--- config.mk ---
export PLATFORM = sky130hd
export DESIGN_NAME = store_buffer_core
export DESIGN_NICKNAME = d
export VERILOG_FILES = /design/src/rtl/store_buffer_core.sv
export SDC_FILE = /design/constraint.sdc
export NUM_CORES = 1
export LEC_CHECK = 0
export BUFFER_PORTS_ARGS = -buffer_cell sky130_fd_sc_hd__buf_4
export CAP_MARGIN = 20
export CORE_MARGIN = 2
export CORE_UTILIZATION = 34
export DETAILED_ROUTE_END_ITERATION = 7
export PLACE_DENSITY = 0.58
export SKIP_LAST_GASP = 1
export SYNTH_ARGS = -nofsm -noshare
export SYNTH_HDL_FRONTEND = slang
export SYNTH_SLANG_ARGS = --single-unit
export TNS_END_PERCENT = 100
--- constraint.sdc ---
create_clock -name clk -period 9.8 [get_ports clk]
set_clock_uncertainty 0.15 [all_clocks]
set_input_delay 2.94 -clock clk [delete_from_list [all_inputs] [get_ports clk]]
set_output_delay 2.94 -clock clk [all_outputs]
set_load 0.005 [all_outputs]
--- src/rtl/store_buffer_core.sv ---
// store_buffer_core: circular store buffer between the memory stage and the
// data cache. Stores wait here until the ROB commits them, then drain to the
// cache in program order. Loads can query the buffer for aliasing and
// forwarding.
// Optional feature macro: STORE_BUFFER_BYPASS_EN enables load data forwarding.
// Without it, only aliasing detection (bypass_needed) is reported.

`ifndef STORE_BUFFER_ENTRIES
`define STORE_BUFFER_ENTRIES 4
`endif
`ifndef WORD_SIZE
`define WORD_SIZE 32
`endif
`ifndef ADDRESS_WIDTH
`define ADDRESS_WIDTH 32
`endif
`ifndef ROB_ENTRY_WIDTH
`define ROB_ENTRY_WIDTH 3
`endif
`ifndef SIZE_WRITE_WIDTH
`define SIZE_WRITE_WIDTH 2
`endif
`ifndef BYTE_SIZE
`define BYTE_SIZE 1
`endif
`ifndef FULL_WORD_SIZE
`define FULL_WORD_SIZE 2
`endif

module store_buffer_core #(
  parameter int          N                = `STORE_BUFFER_ENTRIES,
  parameter int          WORD_SIZE        = `WORD_SIZE,
  parameter int          WIDTH            = `ADDRESS_WIDTH,
  parameter int          ROB_ENTRY_WIDTH  = `ROB_ENTRY_WIDTH,
  parameter int          SIZE_WRITE_WIDTH = `SIZE_WRITE_WIDTH,
  parameter int unsigned INIT             = 0
) (
  input  logic                        clk,
  input  logic                        rst,
  input  logic [WORD_SIZE-1:0]        store_value,
  input  logic [WIDTH-1:0]            physical_address,
  input  logic [ROB_ENTRY_WIDTH-1:0]  input_rob_id,
  input  logic [SIZE_WRITE_WIDTH-1:0] op_size,
  input  logic                        store,
  input  logic                        store_success,
  input  logic                        TLBexception,
  input  logic                        store_permission,
  input  logic [ROB_ENTRY_WIDTH-1:0]  store_permission_rob_id,
  output logic [WORD_SIZE-1:0]        cache_store_value,
  output logic [WIDTH-1:0]            cache_physical_address,
  output logic                        cache_wenable,
  output logic [SIZE_WRITE_WIDTH-1:0] cache_store_size,
  output logic                        full,
  output logic [WORD_SIZE-1:0]        bypass_value,
  output logic                        bypass_needed,
  output logic                        bypass_possible
);

  localparam int PTR_W = (N > 1) ? $clog2(N) : 1;
  localparam int CNT_W = PTR_W + 1;

  logic [WORD_SIZE-1:0]        value              [N];
  logic [WIDTH-1:0]            physical_addresses [N];
  logic [SIZE_WRITE_WIDTH-1:0] size               [N];
  logic [ROB_ENTRY_WIDTH-1:0]  rob_id             [N];
  logic [N-1:0]                valid;
  logic [N-1:0]                can_store;

  logic [PTR_W-1:0] head;
  logic [PTR_W-1:0] tail;
  logic [CNT_W-1:0] count;

  logic alloc;
  logic drain;
  logic hit;

  // Head entry is always presented to the cache; it writes only once committed.
  assign full                   = (count == CNT_W'(N));
  assign cache_wenable          = valid[head] & can_store[head];
  assign cache_store_value      = value[head];
  assign cache_physical_address = physical_addresses[head];
  assign cache_store_size       = size[head];
  assign alloc                  = store & ~TLBexception & ~full;
  assign drain                  = cache_wenable & store_success;

`ifdef STORE_BUFFER_BYPASS_EN
  logic [PTR_W-1:0] sel;

  // Keep only the bytes a load of size sz would read, zero-extended.
  function automatic logic [WORD_SIZE-1:0] mask_to_size(
    input logic [WORD_SIZE-1:0]        v,
    input logic [SIZE_WRITE_WIDTH-1:0] sz
  );
    if (sz == SIZE_WRITE_WIDTH'(`BYTE_SIZE)) begin
      return {{(WORD_SIZE-8){1'b0}}, v[7:0]};
    end
    return v;
  endfunction
`endif

  // Word-granular alias search, oldest to youngest so the youngest match wins.
  always_comb begin
    logic [PTR_W-1:0] idx;
    hit = 1'b0;
    idx = '0;
`ifdef STORE_BUFFER_BYPASS_EN
    sel = '0;
`endif
    for (int i = 0; i < N; i++) begin
      idx = head + PTR_W'(i);
      if (valid[idx] &&
          physical_addresses[idx][WIDTH-1:2] == physical_address[WIDTH-1:2]) begin
        hit = 1'b1;
`ifdef STORE_BUFFER_BYPASS_EN
        sel = idx;
`endif
      end
    end
  end

  assign bypass_needed = ~store & hit;

`ifdef STORE_BUFFER_BYPASS_EN
  // Forward only when the youngest alias covers the load exactly.
  always_comb begin
    bypass_possible = ~store & hit &
                      (physical_addresses[sel] == physical_address) &
                      (size[sel] >= op_size);
    bypass_value    = bypass_possible ? mask_to_size(value[sel], op_size) : '0;
  end
`else
  logic unused_lookup_bits;
  assign unused_lookup_bits = &{1'b0, physical_address[1:0], op_size};
  assign bypass_possible    = 1'b0;
  assign bypass_value       = '0;
`endif

  // Entry state, pointers and occupancy: commit, drain and allocate.
  always_ff @(posedge clk) begin
    if (rst) begin
      head  <= '0;
      tail  <= '0;
      count <= '0;
      valid <= '0;
      can_store <= '0;
      for (int i = 0; i < N; i++) begin
        value[i]              <= WORD_SIZE'(INIT);
        physical_addresses[i] <= WIDTH'(INIT);
        size[i]               <= SIZE_WRITE_WIDTH'(INIT);
        rob_id[i]             <= ROB_ENTRY_WIDTH'(INIT);
      end
    end else begin
      if (store_permission) begin
        for (int i = 0; i < N; i++) begin
          if (valid[i] && rob_id[i] == store_permission_rob_id) begin
            can_store[i] <= 1'b1;
          end
        end
      end
      if (drain) begin
        value[head]              <= '0;
        physical_addresses[head] <= '0;
        size[head]               <= '0;
        rob_id[head]             <= '0;
        valid[head]              <= 1'b0;
        can_store[head]          <= 1'b0;
        head                     <= head + PTR_W'(1);
      end
      // Allocation is last so a same-cycle commit never marks the new entry.
      if (alloc) begin
        value[tail]              <= store_value;
        physical_addresses[tail] <= physical_address;
        size[tail]               <= op_size;
        rob_id[tail]             <= input_rob_id;
        valid[tail]              <= 1'b1;
        can_store[tail]          <= 1'b0;
        tail                     <= tail + PTR_W'(1);
      end
      case ({alloc, drain})
        2'b10:   count <= count + CNT_W'(1);
        2'b01:   count <= count - CNT_W'(1);
        default: count <= count;
      endcase
    end
  end

endmodule

# After elaboration in Yosys (flattened, before gate mapping)
# Memories as Yosys holds them, arrays and structs flattened. A register that Yosys moved wholly into a read port is not among the register bits.
# Index checks and enable logic that the tools add are counted.
op_classes:
  n_lt_le_gt_ge: 7
  n_eq_ne: 11
  addsub: 6
  n_bitwise: 14
  n_reduce_logical: 19
  n_mux: 69
ops:
  columns: ["op", "count"]
  rows:
  - ["32-bit 2-to-1 mux", 4]
  - ["32-bit OR reduction", 4]
  - ["30-bit == test", 4]
  - ["2-bit 2-to-1 mux", 16]
  - ["4-bit 2-to-1 mux", 8]
  - ["1-bit 2-to-1 mux", 31]
  - ["2-bit by 3-bit less-than comparator with 1-bit output, second input constant", 5]
  - ["4-bit AND", 3]
  - ["3-bit == test", 4]
  - ["1-bit binary-select mux with 2-bit select", 5]
  - ["1-bit logical AND", 10]
  - ["4-bit inverter", 2]
  - ["3-bit 2-to-1 mux", 2]
  - ["3-bit one-hot mux with 2 select lines", 1]
  - ["3-bit OR reduction", 2]
  - ["1-bit AND", 5]
  - ["2-bit by 1-bit adder with 2-bit output, second input constant", 2]
  - ["2-bit adder, second input constant", 2]
  - ["1-bit demux with 2-bit select", 2]
  - ["2-bit by 1-bit greater-or-equal comparator with 1-bit output, second input constant", 2]
  - ["4-bit bitwise OR", 1]
  - ["2-bit OR reduction", 2]
  - ["3-bit by 1-bit adder with 3-bit output, second input constant", 1]
  - ["3-bit == test, second input constant", 1]
  - ["5 further kinds", 7]
totals:
  output_inout_bits: 102
  regBits: 15
  mem_count: 4
  inputBits: 78
  ram_bits: 276
mem_list:
  columns: ["memory", "words", "word_bits", "read_ports", "rd_ports_with_merged_regs", "write_ports", "line", "source"]
  rows:
  - ["physical_addresses", 4, 32, 4, 1, 4, "63", "logic [WIDTH-1:0] physical_addresses [N];"]
  - ["value", 4, 32, 1, 1, 4, "62", "logic [WORD_SIZE-1:0] value [N];"]
  - ["rob_id", 4, 3, 4, 0, 4, "65", "logic [ROB_ENTRY_WIDTH-1:0] rob_id [N];"]
  - ["size", 4, 2, 1, 1, 4, "64", "logic [SIZE_WRITE_WIDTH-1:0] size [N];"]

# Logic depth before layout (Yosys ltp)
# Gate-level depths: netlist of the first run.
# An unclocked memory read counts as a cell.
depth:
  ltp_word: 11
  mapped_depth: 14

# Least setup slack after synthesis of the first run
# OpenSTA, ideal clock, no wires.
synth_timing:
  kind: "input port to flip-flop"
  start: "in store_success"
  end: "mem physical_addresses[2][0] (netlist bit), enable pin"
  path_slack_ps: 788
  arrival_ps: 8271
  required_ps: 9059
  setup_ps: 591
  path_stages: 4
  path_cell_list: "and3_1 > buf_2 > nand2_1 > o21ai_0"
synth_lines:
  columns: ["item", "line", "source"]
  rows:
  - ["start: declaration", "45", "input logic store_success,"]
  - ["end: declaration", "63", null]

# Final worst setup path of the first run
layout_timing:
  start: "reg head[0]"
  end: "out bypass_needed"
layout_via:
  elab_chain_cells: 8
layout_rtl:
  columns: ["item", "line", "source"]
  rows:
  - ["start: declaration", "69", "logic [PTR_W-1:0] head;"]
  - ["start signal: assignment", "167", "head <= head + PTR_W'(1);"]
  - ["2-bit by 1-bit adder with 2-bit output / 1-bit binary-select mux with 2-bit select (equally long branches)", "110, 111", null]
  - ["memory read 4 x 32 bit (tied with other cells)", null, null]
  - ["30-bit == test (tied with other cells)", "112", "physical_addresses[idx][WIDTH-1:2] == physical_address[WIDTH-1:2]) begin"]
  - ["1-bit logical AND / 1-bit 2-to-1 mux (equally long branches)", "111", "if (valid[idx] &&"]
  - ["1-bit 2-to-1 mux (2 in a row)", "111", null]
  - ["1-bit 2-to-1 mux *", "111", null]
  - ["1-bit AND *", "121", "assign bypass_needed = ~store & hit;"]
  - ["end: declaration", "55", "output logic bypass_needed,"]
# Every way passes the cells marked *; elsewhere a longest branch is shown, timed or not. The select of a mux whose other input is x is not followed.

==> results of run 1 <==
==> flip-flops by register name (all words and copies together), names as in the netlist, named ones only <==
signal / cells
size: 8
rob_id: 12
valid: 4
can_store: 4
value: 128
head: 2
physical_addresses: 128
tail: 2
count: 3
==> per-layer routing <==
| metal | GRT usage [%] | wire (microns) |
|---|---|---|
| met5 | 0 | 16 |
| met4 | 5.739 | 1470 |
| met3 | 5.225 | 4412 |
| met2 | 30.83 | 23790 |
| met1 | 25.57 | 20980 |
==> critical path, stage by stage, from the launching register on <==
cell     delay [ps]
dfxtp_4         650
inv_1           350
ha_2            930
buf_12          330
mux4_2          570
xnor2_1         150
nor4_1          430
nand4_1         180
nor4_1          390
nand4_1         180
a41oi_2         290
buf_4           170
==> cells in the mapped netlist, drive strengths merged, types with 3 or more instances <==
cell	number	area share [%]
and2	279	10
edfxtp	276	49
mux2i	99	5.8
mux4	97	13
buf	76	3.3
xnor2	62	3.2
clkbuf	58	1.3
xor2	53	2.7
nor2	34	0.75
a21oi	26	0.76
inv	19	0.42
nand2	19	0.42
dfxtp	17	2.0
nor4	14	0.59
o21ai	14	0.41
nand4	13	0.48
o22ai	13	0.48
nand3	12	0.35
mux2	11	0.73
a2111oi	9	0.50
ha	9	0.66
nor3	8	0.23
and3	7	0.26
a211oi	5	0.22
a22oi	4	0.18
a31oi	4	0.15
o2111ai	4	0.21
a221oi	3	0.15
a22o	3	0.15
a31o	3	0.15
a41oi	3	0.20
or3	3	0.11
==> metrics by stage <==
step / hold WS, ps / cells / total power, W
after detailed placement: 330.4 / 2010 / 0.001796
after global placement: 311.8 / 2010 / 0.001793
final: 339.7 / 2072 / 0.003062
after floorplan: 303.7 / 1316 / 0.001660
after global routing: 369.3 / 2071 / 0.003165
after CTS: 338.1 / 2071 / 0.003086
==> path summary, 6_finish.rpt <==
check	from	endpoint
worst max-delay path	head[0]$_SDFFE_PP0N_	bypass_needed
worst min-delay path	count[2]$_SDFFE_PP0P_	count[2]$_SDFFE_PP0P_
worst max register to register	head[0]$_SDFFE_PP0N_	value[3][19]$_SDFFCE_PN0P_
worst min register to register	count[2]$_SDFFE_PP0P_	count[2]$_SDFFE_PP0P_
==> logic make-up after synthesis <==
family,Yosys count,synth area share [%]
simple gates,399,13.85
flops,293,50.59
other cells,1,0.02199
xor+xnor,115,5.906
compound gates,104,4.233
mux,207,19.50
fa+ha+maj,10,0.7777
buf+inv,155,5.121
==> final cells by class <==
cell class                      instances  share of cell area [%]
Sequential cell                       293                   44.08
Multi-Input combinational cell        868                   39.46
Timing Repair Buffer                  158                   6.116
Clock buffer                           48                   4.928
Tap cell                              672                   4.290
Clock inverter                         13                  0.7533
Inverter                               19                  0.3639
Antenna cell                            1                 0.01277
==> power by group through the flow <==
stage | clock network, W | logic (W) | registers [W]
after floorplan | 0 | 0.000177 | 0.00148
after global placement | 0 | 0.000312 | 0.00148
after detailed placement | 0 | 0.000312 | 0.00148
after CTS | 0.00131 | 0.000314 | 0.00146
after global routing | 0.00137 | 0.000335 | 0.00146
final | 0.00129 | 0.000311 | 0.00146
==> flow_summary.yaml, run 1 <==
status:
  status: "complete, no violations"
critical_path:
  r2r_cells: 7
  worstSetupPathType: "reg -> out"
  crit_fanout: 42
  r2r_slack_ps: 5320
  cp-end-kind: "output pin"
  required_ps: 6710
  crit_arrival_ps: 5220
  start_kind: "flop"
synth:
  ys_ff_latch: 293
  netlist_instances: 1284
  synthFlopType: "edfxtp_1"
  ys.warnings.count: 0
  async_flop_share_pct: 0
  syn_area_sq_um: 17060
  synth_edf_count: 276
  ys_seq_area_share_pct: 50.59
  syn_avg_cell_area_sq_um: 13.28
  yosys.cell_types.count: 63
timing:
  finalSetupViolations: 0
  layout_setup_ws_ps: 1487
  finalCritPeriodShare_pct: 84.82
  tightest_slew_ps: 1062
  slew_violations: 0
  hold_viol_final: 0
  max_freq_ghz: 0.1203
  fin_setup_tns_ps: 0
  rsz0062_at_grt: "false"
  post-route-min-period_ps: 8313
  maxSlewHeadroom_pct: 28.96
floorplanning:
  rows: 82
  die_area_sq_um: 51970
  core-area_sq_um: 49860
  die_height_microns: 228.0
  die_x_microns: 228.0
  io_pins: 180
  start_util_pct: 34.20
clock_tree:
  cts_setup_buffers: 0
  htree_levels: 2
  cts.sinks: 293
  insertion_delay_ps: 550
  cts_tree: "yes"
  clk_pin_slew_ps: 50
  cts_resized: 0
  cts_hold_buf: 0
  cts_root_buf: "clkbuf_16"
  numCtsBuffers: 35
  clock_path_buffers: 3
routing:
  drt-total-wl_microns: 50670
  drt_iter0_drc: 1080
  post_drt_wl_per_cell_microns: 24.45
  ant_nets: 0
  first_pass_iters: 5
  drc: 0
  dr_total_vias: 10986
  avgViaCountPerCell: 5.302
min_path:
  hold_path.class: "reg -> reg"
  hold_path_depth: 2
global_routing:
  grt_pass1_vias: 11270
  antenna_found_initial: 2
  overflow: 0
  grt_max_degree: 71
  gr-usage-all-layers_pct: 19.25
  grt_pass1_wl_microns: 75330
power_and_ir_drop:
  vdd_ir_drop_max_uv: 99.41
  clkPwrFrac_pct: 42.2
  powerDensity_nw_per_um2: 156.2
  netSwitchingFraction_pct: 24.65
  switchingPower_w: 0.0007549
  p_leak_nw: 6.885
  p_seq_share_pct: 47.6
  internal_power_w: 0.002307
  p_comb_share_pct: 10.2
final_layout:
  nets: 1463
  regArea_sq_um: 8640
  multiInputGateArea_sq_um: 7734
  final_common_cell: "and2_1"
  fillers: 4827
  drive_above_1_share_pct: 23.59
  design_area_sq_um: 19600
  mostFrequentLayoutCells: "and2_1 (279), edfxtp_1 (276), buf_4 (157)"
  area.growth.synth_to_final_pct: 14.92
  final_core_util_pct: 39.31
run:
  maxCapViolations: 0
placed_design:
  dp_hpwl_microns: 32120
  io_buffers: 146
  dp_slack_ps: 1745
  placed_cell_area_sq_um: 18480
  place_congestion: 0.9287
Note: power is estimated with default switching activity, not from simulation.
==> run 2, diff against run 1 <==
--- a/config.mk
+++ b/config.mk
@@ -10,7 +10,7 @@
 export CORE_MARGIN = 2
 export CORE_UTILIZATION = 34
 export DETAILED_ROUTE_END_ITERATION = 7
-export PLACE_DENSITY = 0.58
+export PLACE_DENSITY = 0.6
 export SKIP_LAST_GASP = 1
 export SYNTH_ARGS = -nofsm -noshare
 export SYNTH_HDL_FRONTEND = slang
==> constraint.sdc (replaced) <==
create_clock -name clk -period 7.57 [get_ports clk]
set_clock_uncertainty 0.15 [all_clocks]
set_input_delay 2.271 -clock clk [delete_from_list [all_inputs] [get_ports clk]]
set_output_delay 2.271 -clock clk [all_outputs]
set_load 0.005 [all_outputs]
==> flow_summary.yaml, run 2 (synthesized netlist as in run 1, its figures left out) <==
timing:
  rsz0062_at_grt: "false"
  maxSlewHeadroom_pct: 35.01
  hold_ws_ps: 339.5
  hold_viol_final: 0
  post-route-min-period_ps: 6775
  finalSetupViolations: 0
  max_freq_ghz: 0.1476
  slew_violations: 0
  finalCritPeriodShare_pct: 89.50
  tightest_slew_ps: 974.9
critical_path:
  rr_startpoint: "head[0]$_SDFFE_PP0N_"
  required_ps: 5150
  start_kind: "flop"
  cp-end-kind: "output pin"
  crit_arrival_ps: 4350
  r2r_cells: 8
  reg2reg_to: "physical_addresses[2][17]$_SDFFCE_PN0P_"
  r2r_slack_ps: 3380
  worstSetupPathType: "reg -> out"
  crit_fanout: 22
power_and_ir_drop:
  p_comb_share_pct: 10.6
  internal_power_w: 0.002893
  p_seq_share_pct: 49.1
  clkPwrFrac_pct: 40.3
  netSwitchingFraction_pct: 24.75
  switchingPower_w: 0.0009515
  vdd_ir_drop_max_uv: 179.5
  p_leak_nw: 6.880
  powerDensity_nw_per_um2: 196.1
final_layout:
  nets: 1467
  area.growth.synth_to_final_pct: 14.92
  mostFrequentLayoutCells: "and2_1 (279), edfxtp_1 (276), buf_4 (159)"
  final_core_util_pct: 39.31
  multiInputGateArea_sq_um: 7734
  fillers: 4812
  regArea_sq_um: 8640
  drive_above_1_share_pct: 23.66
  largestRegisters: "physical_addresses (128), value (128), rob_id (12)"
  final_common_cell: "and2_1"
floorplanning:
  rows: 82
  start_util_pct: 34.20
  core-area_sq_um: 49860
  io_pins: 180
  die_x_microns: 228.0
  die_height_microns: 228.0
  die_area_sq_um: 51970
min_path:
  min_delay_worst_endpoint: "count[2]$_SDFFE_PP0P_"
  hold_path_depth: 2
  min-delay-start: "count[2]$_SDFFE_PP0P_"
  hold_path.class: "reg -> reg"
global_routing:
  gr-usage-all-layers_pct: 18.91
  grt_pass1_wl_microns: 73770
  grt_max_degree: 117
  grt_pass1_vias: 11150
  overflow: 0
  antenna_found_initial: 2
routing:
  first_pass_iters: 6
  drt_iter0_drc: 994
  ant_nets: 0
  drt-total-wl_microns: 49810
  post_drt_wl_per_cell_microns: 23.98
  dr_total_vias: 10923
  avgViaCountPerCell: 5.259
  drc: 0
clock_tree:
  numCtsBuffers: 34
  clock_path_buffers: 3
  insertion_delay_ps: 550
  cts_setup_buffers: 0
  cts_tree: "yes"
  cts_hold_buf: 0
  htree_levels: 2
  cts_root_buf: "clkbuf_16"
  clk_pin_slew_ps: 60
  cts.sinks: 293
  cts_resized: 0
placed_design:
  dp_hpwl_microns: 32480
  io_buffers: 146
  place_congestion: 0.9226
status:
  status: "complete, no violations"
run:
  maxCapViolations: 0
-- run 2: worst max-delay path by stage --
stage / end / depth (start not counted) / slack, ps / start
5_1_grt: bypass_needed / 11 / 680 / head[0]$_SDFFE_PP0N_
2_1_floorplan: physical_addresses[2][0]$_SDFFCE_PN0P_ / 4 / -770 / store_success
3_3_place_gp: bypass_needed / 9 / 860 / physical_address[2]
4_1_cts: bypass_needed / 11 / 790 / head[0]$_SDFFE_PP0N_
6_report: bypass_needed / 11 / 790 / head[0]$_SDFFE_PP0N_
3_5_place_dp: bypass_needed / 9 / 860 / physical_address[2]
-- run 2: area by class of cell --
class | count | share of cell area [%]
clock buffer | 44 | 4.532
antenna | 2 | 0.02553
tap | 672 | 4.290
multi-input combinational | 868 | 39.46
clock inverter | 16 | 0.7533
inverter | 19 | 0.3639
sequential | 293 | 44.08
timing repair buffer | 163 | 6.499
-- run 2: critical path, cell delays in order (launching register included) --
cell     delay (ps)
dfxtp_4         350
inv_1            40
buf_4           180
ha_2            830
mux4_2          620
xor2_1          210
nor4_1          460
nand4_1         210
nor4_1          300
nand4_1         170
a41oi_2         270
buf_4           170
-- run 2: metrics by stage --
stage	setup slack (ps)	power, W	setup TNS [ps]	cell area, sq um	instances
after floorplan	-773.2	0.002149	-158440	17180	1316
after global placement	861.5	0.002322	0	18560	2015
after detailed placement	857.3	0.002328	0	18560	2015
after CTS	792.6	0.003892	0	19600	2075
after global routing	681.3	0.003984	0	19600	2075
final	794.6	0.003844	0	19600	2077
-- run 2: power by group through the flow --
| stage | sequential [W] | combinational (W) | clock (W) |
|---|---|---|---|
| global route | 0.00189 | 0.000436 | 0.00165 |
| finish | 0.00189 | 0.000406 | 0.00155 |
| floorplan | 0.00192 | 0.000230 | 0 |
| global placement | 0.00192 | 0.000407 | 0 |
| detailed placement | 0.00192 | 0.000407 | 0 |
| CTS | 0.00189 | 0.000410 | 0.00160 |
-- run 2: routing by layer --
| metal | vias to the layer above | share of wire (%) | GRT usage [%] |
|---|---|---|---|
| met2 | 451 | 48 | 31.04 |
| li1 | 4887 | - | - |
| met1 | 5493 | 40 | 24.25 |
| met5 | - | 0.030 | 0 |
| met4 | 2 | 3.0 | 5.617 |
| met3 | 90 | 8.5 | 5.488 |
==> run 3, diff against run 2 <==
--- a/config.mk
+++ b/config.mk
@@ -8,9 +8,9 @@
 export BUFFER_PORTS_ARGS = -buffer_cell sky130_fd_sc_hd__buf_4
 export CAP_MARGIN = 20
 export CORE_MARGIN = 2
-export CORE_UTILIZATION = 34
+export CORE_UTILIZATION = 54
 export DETAILED_ROUTE_END_ITERATION = 7
-export PLACE_DENSITY = 0.6
+export PLACE_DENSITY = 0.84
 export SKIP_LAST_GASP = 1
 export SYNTH_ARGS = -nofsm -noshare
 export SYNTH_HDL_FRONTEND = slang
==> flow_summary.yaml, run 3 (synthesized netlist as in run 1, its figures left out) <==
status:
  status: "complete, no violations"
critical_path:
  crit_start: "head[1]$_SDFFE_PP0N_"
  crit_arrival_ps: 4280
  rr_startpoint: "head[0]$_SDFFE_PP0N_"
  required_ps: 5150
  slowest_stage: "ha_2"
  cp-end-kind: "output pin"
  crit_chain: "inv_1 > ha_2 > mux4_2 > xor2_1 > nor4_1 > nand4_1 > nor4_1 > nand4_1 > a41oi_2 > buf_4"
  worstSetupPathType: "reg -> out"
  start_kind: "flop"
  crit_fanout: 25
  cpPeakStageDelay_ps: 870
timing:
  finalCritPeriodShare_pct: 88.57
  post-route-min-period_ps: 6705
  fin_setup_tns_ps: 0
  finalSetupViolations: 0
  rsz0062_at_grt: "false"
  max_freq_ghz: 0.1492
  hold_viol_final: 0
  layout_setup_ws_ps: 865.4
  slew_violations: 0
  maxSlewHeadroom_pct: 28.40
  tightest_slew_ps: 1070
floorplanning:
  die_area_sq_um: 33020
  rows: 65
  die_x_microns: 181.7
  start_util_pct: 54.47
  io_pins: 180
  core-area_sq_um: 31310
  die_height_microns: 181.7
routing:
  drc: 0
  first_pass_iters: 5
  ant_nets: 0
  avgViaCountPerCell: 6.228
  drt-total-wl_microns: 46300
  drt_iter0_drc: 1204
  post_drt_wl_per_cell_microns: 25.62
  dr_total_vias: 11254
placed_design:
  dp_slack_ps: 913.6
  dp_hpwl_microns: 30490
  io_buffers: 146
  placed_cell_area_sq_um: 18200
  dp_cells: 1748
  place_congestion: 0.9667
global_routing:
  gr-usage-all-layers_pct: 28.03
  grt_pass1_vias: 11354
  grt_pass1_wl_microns: 69460
  antenna_found_initial: 0
  grt_max_degree: 117
  overflow: 0
final_layout:
  final_common_cell: "and2_1"
  area.growth.synth_to_final_pct: 12.67
  final_cell_count_no_fill: 1807
  antenna-diode-count: 0
  mostFrequentLayoutCells: "and2_1 (279), edfxtp_1 (276), buf_4 (165)"
  largestRegisters: "physical_addresses (128), value (128), rob_id (12)"
  drive_above_1_share_pct: 24.13
  design_area_sq_um: 19220
  final_core_util_pct: 61.37
  nets: 1468
clock_tree:
  cts_resized: 0
  cts.sinks: 293
  cts_root_buf: "clkbuf_16"
  numCtsBuffers: 31
  cts_tree: "yes"
  insertion_delay_ps: 580
  clock_path_buffers: 3
  cts_setup_buffers: 0
  htree_levels: 1
  clk_pin_slew_ps: 60
  cts_hold_buf: 0
run:
  maxCapViolations: 0
power_and_ir_drop:
  p_leak_nw: 6.904
  powerDensity_nw_per_um2: 198.1
  vdd_ir_drop_max_uv: 189.9
min_path:
  min-delay-start: "count[2]$_SDFFE_PP0P_"
  hold_path.class: "reg -> reg"
==> run 3: cell types whose count changed in the layout (fill, tap and decap cells not counted) <==
cell | previous run | this run
buf_2 | 0 | 1
clkinv_16 | 1 | 0
and3_2 | 1 | 4
buf_12 | 4 | 1
clkinv_1 | 5 | 6
clkbuf_1 | 10 | 4
clkbuf_16 | 34 | 33
bufinv_16 | 1 | 2
clkinv_2 | 5 | 10
diode_2 | 2 | 0
buf_4 | 159 | 165
clkinvlp_4 | 2 | 0
clkbuf_8 | 0 | 1
and3_4 | 3 | 0
==> run 3: area by class of cell <==
type                       count  area, sq um
timing repair buffer         167         1264
clock inverter                20        161.4
clock buffer                  38        854.6
fill                        2389        12100
multi-input combinational    868         7722
tap                          402        503.0
inverter                      19        71.32
sequential                   293         8640
==> run 3: worst paths after layout <==
path,endpoint,slack (ps),depth (start not counted)
worst max-delay path,bypass_needed,870,10
worst min-delay path,count[2]$_SDFFE_PP0P_,350,2
worst max register to register,value[3][26]$_SDFFCE_PN0P_,3050,8
worst min register to register,count[2]$_SDFFE_PP0P_,350,2
==> run 3: metrics by stage <==
step,hold WS (ps),power (W)
after floorplan,303.7,0.002149
after global placement,313.4,0.002299
after detailed placement,341.8,0.002312
after CTS,362.6,0.003822
after global routing,380.6,0.003918
final,354.1,0.003807
==> run 3: routing by layer <==
metal	vias to the layer above	GRT usage [%]	wire, microns
met2	605	46.50	22380
li1	4883	-	-
met5	-	0	0
met1	5659	36.23	17640
met4	0	9.951	1744
met3	107	6.759	4530
==> run 3: power breakdown <==
group	switching (W)	internal (W)
clock network	0.000652	0.000871
logic	0.000229	0.000165
registers	0.0000405	0.00185
total	0.000921	0.00289
==> run 3: critical path: cells and delay by family, from the launching register on <==
| family | cells | cell delay (ps) |
|---|---|---|
| flops | 1 | 330 |
| mux | 1 | 630 |
| xor+xnor | 1 | 210 |
| fa+ha+maj | 1 | 870 |
| buf+inv | 2 | 330 |
| compound gates | 1 | 250 |
| simple gates | 4 | 1060 |
